--- src/rtl/multi_cycle_control_unit_pkg.sv ---
// Shared constants for the multi-cycle RV32I control unit: state encodings,
// opcode values, datapath select encodings and the packed control-word layout.
package multi_cycle_control_unit_pkg;

  localparam logic [3:0] kStIf     = 4'd0;
  localparam logic [3:0] kStId     = 4'd1;
  localparam logic [3:0] kStExR    = 4'd2;
  localparam logic [3:0] kStExI    = 4'd3;
  localparam logic [3:0] kStExAddr = 4'd4;
  localparam logic [3:0] kStMemRd  = 4'd5;
  localparam logic [3:0] kStMemWr  = 4'd6;
  localparam logic [3:0] kStWbAlu  = 4'd7;
  localparam logic [3:0] kStWbMem  = 4'd8;
  localparam logic [3:0] kStExBr   = 4'd9;
  localparam logic [3:0] kStExJal  = 4'd10;
  localparam logic [3:0] kStExJalr = 4'd11;
  localparam logic [3:0] kStHalt   = 4'd12;

  typedef enum logic [3:0] {
    ST_IF      = kStIf,
    ST_ID      = kStId,
    ST_EX_R    = kStExR,
    ST_EX_I    = kStExI,
    ST_EX_ADDR = kStExAddr,
    ST_MEM_RD  = kStMemRd,
    ST_MEM_WR  = kStMemWr,
    ST_WB_ALU  = kStWbAlu,
    ST_WB_MEM  = kStWbMem,
    ST_EX_BR   = kStExBr,
    ST_EX_JAL  = kStExJal,
    ST_EX_JALR = kStExJalr,
    ST_HALT    = kStHalt
  } state_t;

  localparam logic [6:0] kOpR      = 7'b0110011;
  localparam logic [6:0] kOpImm    = 7'b0010011;
  localparam logic [6:0] kOpLoad   = 7'b0000011;
  localparam logic [6:0] kOpStore  = 7'b0100011;
  localparam logic [6:0] kOpBranch = 7'b1100011;
  localparam logic [6:0] kOpJal    = 7'b1101111;
  localparam logic [6:0] kOpJalr   = 7'b1100111;
  localparam logic [6:0] kOpEcall  = 7'b1110011;

  localparam logic [1:0] kSrcBRs2  = 2'd0;
  localparam logic [1:0] kSrcBImm  = 2'd1;
  localparam logic [1:0] kSrcBFour = 2'd2;

  localparam logic [1:0] kMemToRegAlu = 2'd0;
  localparam logic [1:0] kMemToRegMdr = 2'd1;
  localparam logic [1:0] kMemToRegPc4 = 2'd2;

  localparam logic [1:0] kPcSrcPlus4  = 2'd0;
  localparam logic [1:0] kPcSrcAluOut = 2'd1;
  localparam logic [1:0] kPcSrcAluRes = 2'd2;

  localparam logic [1:0] kAluOpAdd    = 2'd0;
  localparam logic [1:0] kAluOpBranch = 2'd1;
  localparam logic [1:0] kAluOpFunct  = 2'd2;

  typedef struct packed {
    logic       i_or_d;
    logic       mem_read;
    logic       mem_write;
    logic       ir_write;
    logic       mdr_write;
    logic       reg_write;
    logic [1:0] mem_to_reg;
    logic       alu_src_a;
    logic [1:0] alu_src_b;
    logic [1:0] alu_op;
    logic       pc_write;
    logic [1:0] pc_source;
    logic       retire;
    logic       halted;
  } ctrl_t;

endpackage

--- src/rtl/multi_cycle_control_unit_mem_wait.sv ---
// Saturating counter of consecutive stalled memory cycles; raises a sticky
// timeout flag once the stall reaches kMaxMemWait cycles.
module multi_cycle_control_unit_mem_wait #(
  parameter int kMaxMemWait = 15
) (
  input  logic clk,
  input  logic reset_n,
  input  logic request,
  input  logic ready,
  output logic timeout
);

  localparam int kCountWidth = $clog2(kMaxMemWait + 1);
  localparam logic [kCountWidth-1:0] kMaxCount = kCountWidth'(kMaxMemWait);

  logic [kCountWidth-1:0] count;

  // The flag is set on the same edge the count reaches its ceiling.
  always_ff @(posedge clk or negedge reset_n) begin
    if (!reset_n) begin
      count   <= '0;
      timeout <= 1'b0;
    end else if (request && !ready) begin
      if (count != kMaxCount) begin
        count <= count + 1'b1;
      end
      if (count == kMaxCount - 1'b1) begin
        timeout <= 1'b1;
      end
    end else begin
      count <= '0;
    end
  end

endmodule

--- src/rtl/multi_cycle_control_unit.sv ---
// Control FSM for the multi-cycle RV32I datapath: steps each instruction
// through fetch, decode, execute, memory and writeback and drives all strobes.
module multi_cycle_control_unit
  import multi_cycle_control_unit_pkg::*;
#(
  parameter int kOpcodeWidth = 7,
  parameter int kMaxMemWait  = 15
) (
  input  logic                    clk,
  input  logic                    reset_n,
  input  logic [kOpcodeWidth-1:0] opcode,
  input  logic                    bcond,
  input  logic                    halt_cond,
  input  logic                    mem_ready,
  output logic                    i_or_d,
  output logic                    mem_read,
  output logic                    mem_write,
  output logic                    ir_write,
  output logic                    mdr_write,
  output logic                    reg_write,
  output logic [1:0]              mem_to_reg,
  output logic                    alu_src_a,
  output logic [1:0]              alu_src_b,
  output logic [1:0]              alu_op,
  output logic                    pc_write,
  output logic [1:0]              pc_source,
  output logic                    retire,
  output logic                    halted,
  output logic                    mem_timeout
);

  state_t state;
  state_t next_state;
  ctrl_t  ctrl;
  ctrl_t  ctrl_out;

  always_ff @(posedge clk or negedge reset_n) begin
    if (!reset_n) begin
      state <= ST_IF;
    end else begin
      state <= next_state;
    end
  end

  always_comb begin
    next_state = state;
    ctrl       = '0;
    case (state)
      ST_IF: begin
        ctrl.mem_read = 1'b1;
        ctrl.ir_write = mem_ready;
        if (mem_ready) begin
          next_state = ST_ID;
        end
      end
      ST_ID: begin
        ctrl.alu_src_b = kSrcBImm;
        ctrl.alu_op    = kAluOpAdd;
        case (opcode)
          kOpR:              next_state = ST_EX_R;
          kOpImm:            next_state = ST_EX_I;
          kOpLoad, kOpStore: next_state = ST_EX_ADDR;
          kOpBranch:         next_state = ST_EX_BR;
          kOpJal:            next_state = ST_EX_JAL;
          kOpJalr:           next_state = ST_EX_JALR;
          default: begin
            // ECALL without the exit condition retires like any unknown opcode.
            if (opcode == kOpEcall && halt_cond) begin
              next_state = ST_HALT;
            end else begin
              ctrl.pc_write  = 1'b1;
              ctrl.pc_source = kPcSrcPlus4;
              ctrl.retire    = 1'b1;
              next_state     = ST_IF;
            end
          end
        endcase
      end
      ST_EX_R: begin
        ctrl.alu_src_a = 1'b1;
        ctrl.alu_src_b = kSrcBRs2;
        ctrl.alu_op    = kAluOpFunct;
        next_state     = ST_WB_ALU;
      end
      ST_EX_I: begin
        ctrl.alu_src_a = 1'b1;
        ctrl.alu_src_b = kSrcBImm;
        ctrl.alu_op    = kAluOpFunct;
        next_state     = ST_WB_ALU;
      end
      ST_EX_ADDR: begin
        ctrl.alu_src_a = 1'b1;
        ctrl.alu_src_b = kSrcBImm;
        ctrl.alu_op    = kAluOpAdd;
        next_state     = (opcode == kOpStore) ? ST_MEM_WR : ST_MEM_RD;
      end
      ST_MEM_RD: begin
        ctrl.i_or_d    = 1'b1;
        ctrl.mem_read  = 1'b1;
        ctrl.mdr_write = mem_ready;
        if (mem_ready) begin
          next_state = ST_WB_MEM;
        end
      end
      ST_MEM_WR: begin
        ctrl.i_or_d    = 1'b1;
        ctrl.mem_write = 1'b1;
        if (mem_ready) begin
          ctrl.pc_write  = 1'b1;
          ctrl.pc_source = kPcSrcPlus4;
          ctrl.retire    = 1'b1;
          next_state     = ST_IF;
        end
      end
      ST_WB_ALU: begin
        ctrl.reg_write  = 1'b1;
        ctrl.mem_to_reg = kMemToRegAlu;
        ctrl.pc_write   = 1'b1;
        ctrl.pc_source  = kPcSrcPlus4;
        ctrl.retire     = 1'b1;
        next_state      = ST_IF;
      end
      ST_WB_MEM: begin
        ctrl.reg_write  = 1'b1;
        ctrl.mem_to_reg = kMemToRegMdr;
        ctrl.pc_write   = 1'b1;
        ctrl.pc_source  = kPcSrcPlus4;
        ctrl.retire     = 1'b1;
        next_state      = ST_IF;
      end
      ST_EX_BR: begin
        ctrl.alu_src_a = 1'b1;
        ctrl.alu_src_b = kSrcBRs2;
        ctrl.alu_op    = kAluOpBranch;
        ctrl.pc_write  = 1'b1;
        ctrl.pc_source = bcond ? kPcSrcAluOut : kPcSrcPlus4;
        ctrl.retire    = 1'b1;
        next_state     = ST_IF;
      end
      ST_EX_JAL: begin
        ctrl.reg_write  = 1'b1;
        ctrl.mem_to_reg = kMemToRegPc4;
        ctrl.pc_write   = 1'b1;
        ctrl.pc_source  = kPcSrcAluOut;
        ctrl.retire     = 1'b1;
        next_state      = ST_IF;
      end
      ST_EX_JALR: begin
        ctrl.alu_src_a  = 1'b1;
        ctrl.alu_src_b  = kSrcBImm;
        ctrl.alu_op     = kAluOpAdd;
        ctrl.reg_write  = 1'b1;
        ctrl.mem_to_reg = kMemToRegPc4;
        ctrl.pc_write   = 1'b1;
        ctrl.pc_source  = kPcSrcAluRes;
        ctrl.retire     = 1'b1;
        next_state      = ST_IF;
      end
      ST_HALT: begin
        ctrl.halted = 1'b1;
      end
      default: begin
        next_state = ST_IF;
      end
    endcase
  end

  // Reset masks the control word combinationally so nothing leaks out of IF.
  assign ctrl_out = reset_n ? ctrl : '0;

  assign i_or_d     = ctrl_out.i_or_d;
  assign mem_read   = ctrl_out.mem_read;
  assign mem_write  = ctrl_out.mem_write;
  assign ir_write   = ctrl_out.ir_write;
  assign mdr_write  = ctrl_out.mdr_write;
  assign reg_write  = ctrl_out.reg_write;
  assign mem_to_reg = ctrl_out.mem_to_reg;
  assign alu_src_a  = ctrl_out.alu_src_a;
  assign alu_src_b  = ctrl_out.alu_src_b;
  assign alu_op     = ctrl_out.alu_op;
  assign pc_write   = ctrl_out.pc_write;
  assign pc_source  = ctrl_out.pc_source;
  assign retire     = ctrl_out.retire;
  assign halted     = ctrl_out.halted;

  multi_cycle_control_unit_mem_wait #(
    .kMaxMemWait(kMaxMemWait)
  ) u_mem_wait (
    .clk     (clk),
    .reset_n (reset_n),
    .request (ctrl.mem_read | ctrl.mem_write),
    .ready   (mem_ready),
    .timeout (mem_timeout)
  );

endmodule

--- config.mk ---
export PLATFORM = sky130hd
export DESIGN_NAME = multi_cycle_control_unit
export DESIGN_NICKNAME = d
export VERILOG_FILES = /design/src/rtl/multi_cycle_control_unit_pkg.sv /design/src/rtl/multi_cycle_control_unit_mem_wait.sv /design/src/rtl/multi_cycle_control_unit.sv
export SDC_FILE = /design/constraint.sdc
export NUM_CORES = 1
export LEC_CHECK = 0
export ABC_AREA = 1
export CAP_MARGIN = 20
export CORE_MARGIN = 3
export CORE_UTILIZATION = 47
export DETAILED_ROUTE_END_ITERATION = 6
export PLACE_DENSITY = 0.84
export SYNTH_ARGS = -nofsm -noshare
export SYNTH_HDL_FRONTEND = slang
export SYNTH_SLANG_ARGS = --single-unit
--- constraint.sdc ---
create_clock -name clk -period 2.9 [get_ports clk]
set_clock_uncertainty 0.05 [all_clocks]
set_input_delay 0.435 -clock clk [delete_from_list [all_inputs] [get_ports clk]]
set_output_delay 0.435 -clock clk [all_outputs]
set_load 0.01 [all_outputs]
# Word-level counts from Yosys, hierarchy flattened
# Index checks and enable logic that the tools add are counted.
[word_totals] reg_bits=9 inputBits=12 output_inout_bits=19 word_cells=71
[op_classes] addsub=1 eq_ne=26 n_mux=24 bitwise=2 n_reduce_logical=15
[ops] op="4-bit case mux with 6 select lines" n=2
[ops] op="4-bit 2-to-1 mux" n=9
[ops] op="7-bit equality test (second input constant)" n=4
[ops] op="4-bit case mux with 7 select lines" n=1
[ops] op="4-bit equality test (second input constant)" n=6
[ops] op="18-bit 2-to-1 mux" n=1
[ops] op="4-bit by 3-bit equality test with 1-bit output (second input constant)" n=4
[ops] op="7-bit by 6-bit equality test with 1-bit output (second input constant)" n=2
[ops] op="3-bit case mux with 4 select lines" n=1
[ops] op="2-bit OR reduction" n=6
[ops] op="3-bit case mux with 3 select lines" n=1
[ops] op="4-bit by 2-bit equality test with 1-bit output (second input constant)" n=2
[ops] op="1-bit 2-to-1 mux" n=8
[ops] op="2-bit inequality test (second input constant)" n=4
[ops] op="7-bit by 2-bit equality test with 1-bit output (second input constant)" n=1
[ops] op="7-bit by 5-bit equality test with 1-bit output (second input constant)" n=1
[ops] op="7-bit OR reduction" n=1
[ops] op="5-bit OR reduction" n=1
[ops] op="4-bit by 1-bit adder with 4-bit output (second input constant)" n=1
[ops] op="4-bit by 1-bit equality test with 1-bit output (second input constant)" n=1
[ops] op="4-bit zero test" n=1
[ops] op="4-bit inequality test (second input constant)" n=1
[ops] op="4-bit AND reduction" n=1
[ops] op="3-bit OR reduction" n=1
[ops] op="6 further kinds" n=7

# Logic depth before layout (Yosys ltp)
[depth] word_depth=6 mapped_depth=9 ltp_nobuf=9

# Modules after synthesis
# Synthesis repeated with hierarchy kept, for this count alone.
[unflattened] cells_unflattened=149 area_unflattened_um2=863.3
[modules_own_cells] mod="multi_cycle_control_unit" n_inst=1 cells_per_inst=114 area_each_um2=583.1
[modules_own_cells] mod="multi_cycle_control_unit_mem_wait" n_inst=1 cells_per_inst=35 area_each_um2=280.3

# Worst setup path after synthesis
# No wires, ideal clock.
[synth_timing] path_type="flip-flop to output port" start="register state[2]" end="output retire" t_arrival_ns=1.391 required_time_ns=2.415 path_slack_ns=1.024 path_stages_with_launch=9 path_buffers=1 path_cell_list="dfrtp_1 > nor2_2 > inv_2 > nor3_2 > nand2_1 > nor2_1 > nor2_1 > nor2_1 > buf_4"
[synth_via] elab_chain_cells=4 word_cells_on_any_way=10 classes_between="7 x eq/ne; 2 x mux; 1 x reduce/logical"
[synth_rtl] item="from (decl)" line="multi_cycle_control_unit.sv:32" source="state_t state;"
[synth_rtl] item="from (signal assigned)" line="multi_cycle_control_unit.sv:41" source="state <= next_state;"
[synth_rtl] item="4-bit equality test / 4-bit by 3-bit equality test with 1-bit output (equally long branches)" line="multi_cycle_control_unit.sv:48" source="case (state)"
[synth_rtl] item="2-bit OR reduction (no source line)"
[synth_rtl] item="4-bit case mux with 6 select lines *" line="multi_cycle_control_unit.sv:48"
[synth_rtl] item="18-bit 2-to-1 mux *" line="multi_cycle_control_unit.sv:169" source="assign ctrl_out = reset_n ? ctrl : '0;"
[synth_rtl] item="to (decl)" line="multi_cycle_control_unit.sv:27" source="output logic retire,"
# Mark *: on every way between the ends. The rest lies on a longest branch, timed or not.

# Worst setup path in the final report
[layout_timing] start="input opcode[1]" end="output pc_write"
[layout_via] elab_chain_cells=6 word_cells_on_any_way=14 classes_between="8 x eq/ne; 4 x mux; 2 x reduce/logical"
[layout_rtl] item="from (decl)" line="multi_cycle_control_unit.sv:11" source="input logic [kOpcodeWidth-1:0] opcode,"
[layout_rtl] item="7-bit equality test" line="multi_cycle_control_unit.sv:68" source="if (opcode == kOpEcall && halt_cond) begin"
[layout_rtl] item="1-bit logical AND" line="multi_cycle_control_unit.sv:68"
[layout_rtl] item="4-bit 2-to-1 mux" line="multi_cycle_control_unit.sv:68"
[layout_rtl] item="4-bit 2-to-1 mux *" line="multi_cycle_control_unit.sv:59" source="case (opcode)"
[layout_rtl] item="4-bit case mux with 6 select lines *" line="multi_cycle_control_unit.sv:48"
[layout_rtl] item="18-bit 2-to-1 mux *" line="multi_cycle_control_unit.sv:169"
[layout_rtl] item="to (decl)" line="multi_cycle_control_unit.sv:25" source="output logic pc_write,"
# Marked as above.

==> metrics <==
Net Count, Synth=150; routing usage on met1=0.221; TritonCTS clock tree=built; Core Util, Final=0.748; CTS clock-pin slew for the worst setup and hold paths=60 ps; fillers=140; crit path cell chain=clkdlybuf4s50_1 > nand2_1 > nor2_2 > nand2_1 > nand2_1 > nor2_1 > nor2_1 > nor2_1 > clkdlybuf4s50_1; Worst-Skew Late Latency=270 ps; Avg Synthesized Cell Area=6.37 um^2; Clock Path Buffers=2; Cell Area, Placed=1180 um^2; Antenna Violating Nets Remaining=0; first-pass GRT wire length=3680 um; Top Family by Delay on Critical Path=buffers and inverters; Pre-Repair DR Iteration Count=5; width of the die=48.9 um; Antenna diodes=0; post-synthesis cell area=866 um^2; #FFs+latches synth=9; routing usage on met2=0.339; CTS HTree Levels=1; post-DR vias/cell=5.08; synthesized instance count=136; leakage power=0.566 nW; num ports=31; most numerous cell in the Yosys netlist=nand2_1; worst hold slack=440 ps; initial antenna violation count=0; area leader, netlist=dfrtp_1; First DRT Iteration DRCs=23; CTS root buffer=clkbuf_4; Crit Path Max Fanout=6; drc violations=0; starting density of the core=0.537; unique cell type count in the Yosys netlist=28; Hold-fix buffers, CTS=0; Post-synth ARST share=1.00; Arr. time, crit path=2120 ps; gpl congestion=0.927; Area contributors post-synth=dfrtp_1 26%, nand2_1 14%, nor2_1 10%, inv_1 5.6%, nand3_1 4.6%; unrepaired setup endpoints after global routing=no; final setup fails=0; r2r startpoint=state[1]$_DFFE_PN0P_; Crit Path Class=in2out; routed vias=976; met3 GRT Util=0.0550; required time worst endpoint=2410 ps; vias in the first global route=896; PD cells=662 nW/um^2; number of non-filler instances in the completed layout=192; Peak VDD IR=0.419 mV; worst reg-to-reg path cell count=5; sequential element share of the synthesized area=0.260; Sink Count=9; global route hottest layer=met2; Top FF cell, synth=dfrtp_1; fmax=0.384 GHz; DP HPWL=1800 um; total CTS buffers=3; run status=finished, final reports clean; most frequent cells after synthesis=32 x nand2_1, 23 x nor2_1, 13 x inv_1; final instance area=1200 um^2; Hold EP=u_mem_wait.timeout$_DFFE_PN0P_; Multi-input gate area=551 um^2; sequential cell area=225 um^2; fin nets=183; Buffers & Inverters on Critical Path=2; Core ar.=1610 um^2; FP Rows=14; placed cell count=188; Worst R2R Setup Slack=1510 ps; final hold viol count=0; Tmin final=2600 ps; number of flops mapped to enable cells by yosys=0; port bufs=29; hold depth=1; startpoint types=input port; DIE AREA=2390 um^2; largest stage delay on the critical path=480 ps; final slew viol count=0; Area Overhead vs Synth=39.2%; YS warnings=0; Fin Setup TNS=0 ps; FF-to-FF End=state[0]$_DFFE_PN0P_; layout cells sized above 1=0.155; CTS resizes=0; post-DR wirelength/cell=11.4 um; Synth top area share=0.260; final period utilization=0.898; largest net degree at the start of global routing=11; CP endpoint kind=output port; Max Cap Viol=0; number of setup buffers added after CTS=0; Post-Route WL=2190 um; worst hold start=u_mem_wait.timeout$_DFFE_PN0P_; Die H=48.9 um; Slowest-stage cell, CP=clkdlybuf4s50_1; Tot GR Track Use=0.195; grt ovf=0; Hold Path Class=reg2reg
[state kept, by name, summed over array words and instances, names as in the netlist]
register and cells:
u_mem_wait.count 4, state 4, u_mem_wait.timeout 1
[worst max-delay path by stage]
stage	start	to	depth (start not counted)
after floorplan	state[2]$_DFFE_PN0P_	retire	8
after global placement	opcode[1]	pc_write	9
after detailed placement	opcode[1]	pc_write	9
after CTS	state[2]$_DFFE_PN0P_	pc_write	8
after global routing	opcode[0]	pc_write	9
final	opcode[1]	pc_write	9
[stage by stage]
stage               power [mW]  worst slack (ps)
global placement         0.684               323
global route             0.859               155
floorplan                0.541              1020
detailed placement       0.697               300
CTS                      0.800               288
finish                   0.797               296
[layout by cell type, fill, tap and decap left out]
cell	instances
clkbuf_4	3
o31ai_1	1
nand2_2	3
a21boi_1	1
clkinv_1	1
nand2_1	32
nor3_1	6
nand2_4	1
nor2_4	2
xor2_1	1
a21oi_1	7
inv_2	6
o21bai_2	1
conb_1	1
nor3_2	2
nand4_1	2
nor2_2	4
inv_1	13
clkdlybuf4s50_1	29
a31oi_1	1
buf_4	1
ha_1	2
nand3_4	1
clkbuf_1	1
o22ai_1	1
dfrtp_1	9
a21oi_2	1
o21ai_1	3
nand3_1	8
a21boi_2	1
nor2_1	23
[worst reg2reg max path, delay by kind of cell, from the launching register on]
kind,cells,cell delay (ps)
and+or+nand+nor,4,560
DFF,1,470
AOI/OAI and AO/OA,1,210
[layout make-up]
| type | count | share of cell area |
|---|---|---|
| Clock buffer | 4 | 0.0218 |
| Inverter | 20 | 0.0623 |
| Multi-Input combinational cell | 105 | 0.457 |
| Sequential cell | 9 | 0.187 |
| Tap cell | 24 | 0.0249 |
| Timing Repair Buffer | 30 | 0.247 |
[per-layer routing]
layer	vias up	share of wire
li1	494	-
met1	447	0.45
met2	31	0.48
met3	4	0.057
met4	0	0.016
met5	-	0
[power breakdown]
part	internal [mW]	switching, mW	leakage [nW]	total, mW
Sequential	0.156	0.0454	0.122	0.202
Combinational	0.202	0.294	0.429	0.497
Clock	0.0532	0.0457	0.0150	0.0989
[kinds of logic after synthesis]
logic type / Yosys count / share of synthesized area
buf+inv: 22 / 0.104
simple gates: 84 / 0.467
fa+ha+maj: 2 / 0.0289
compound gates: 17 / 0.126
flops: 9 / 0.260
xor+xnor: 1 / 0.0101
other cells: 1 / 0.00433
Note: power is estimated with default switching activity, not from simulation.
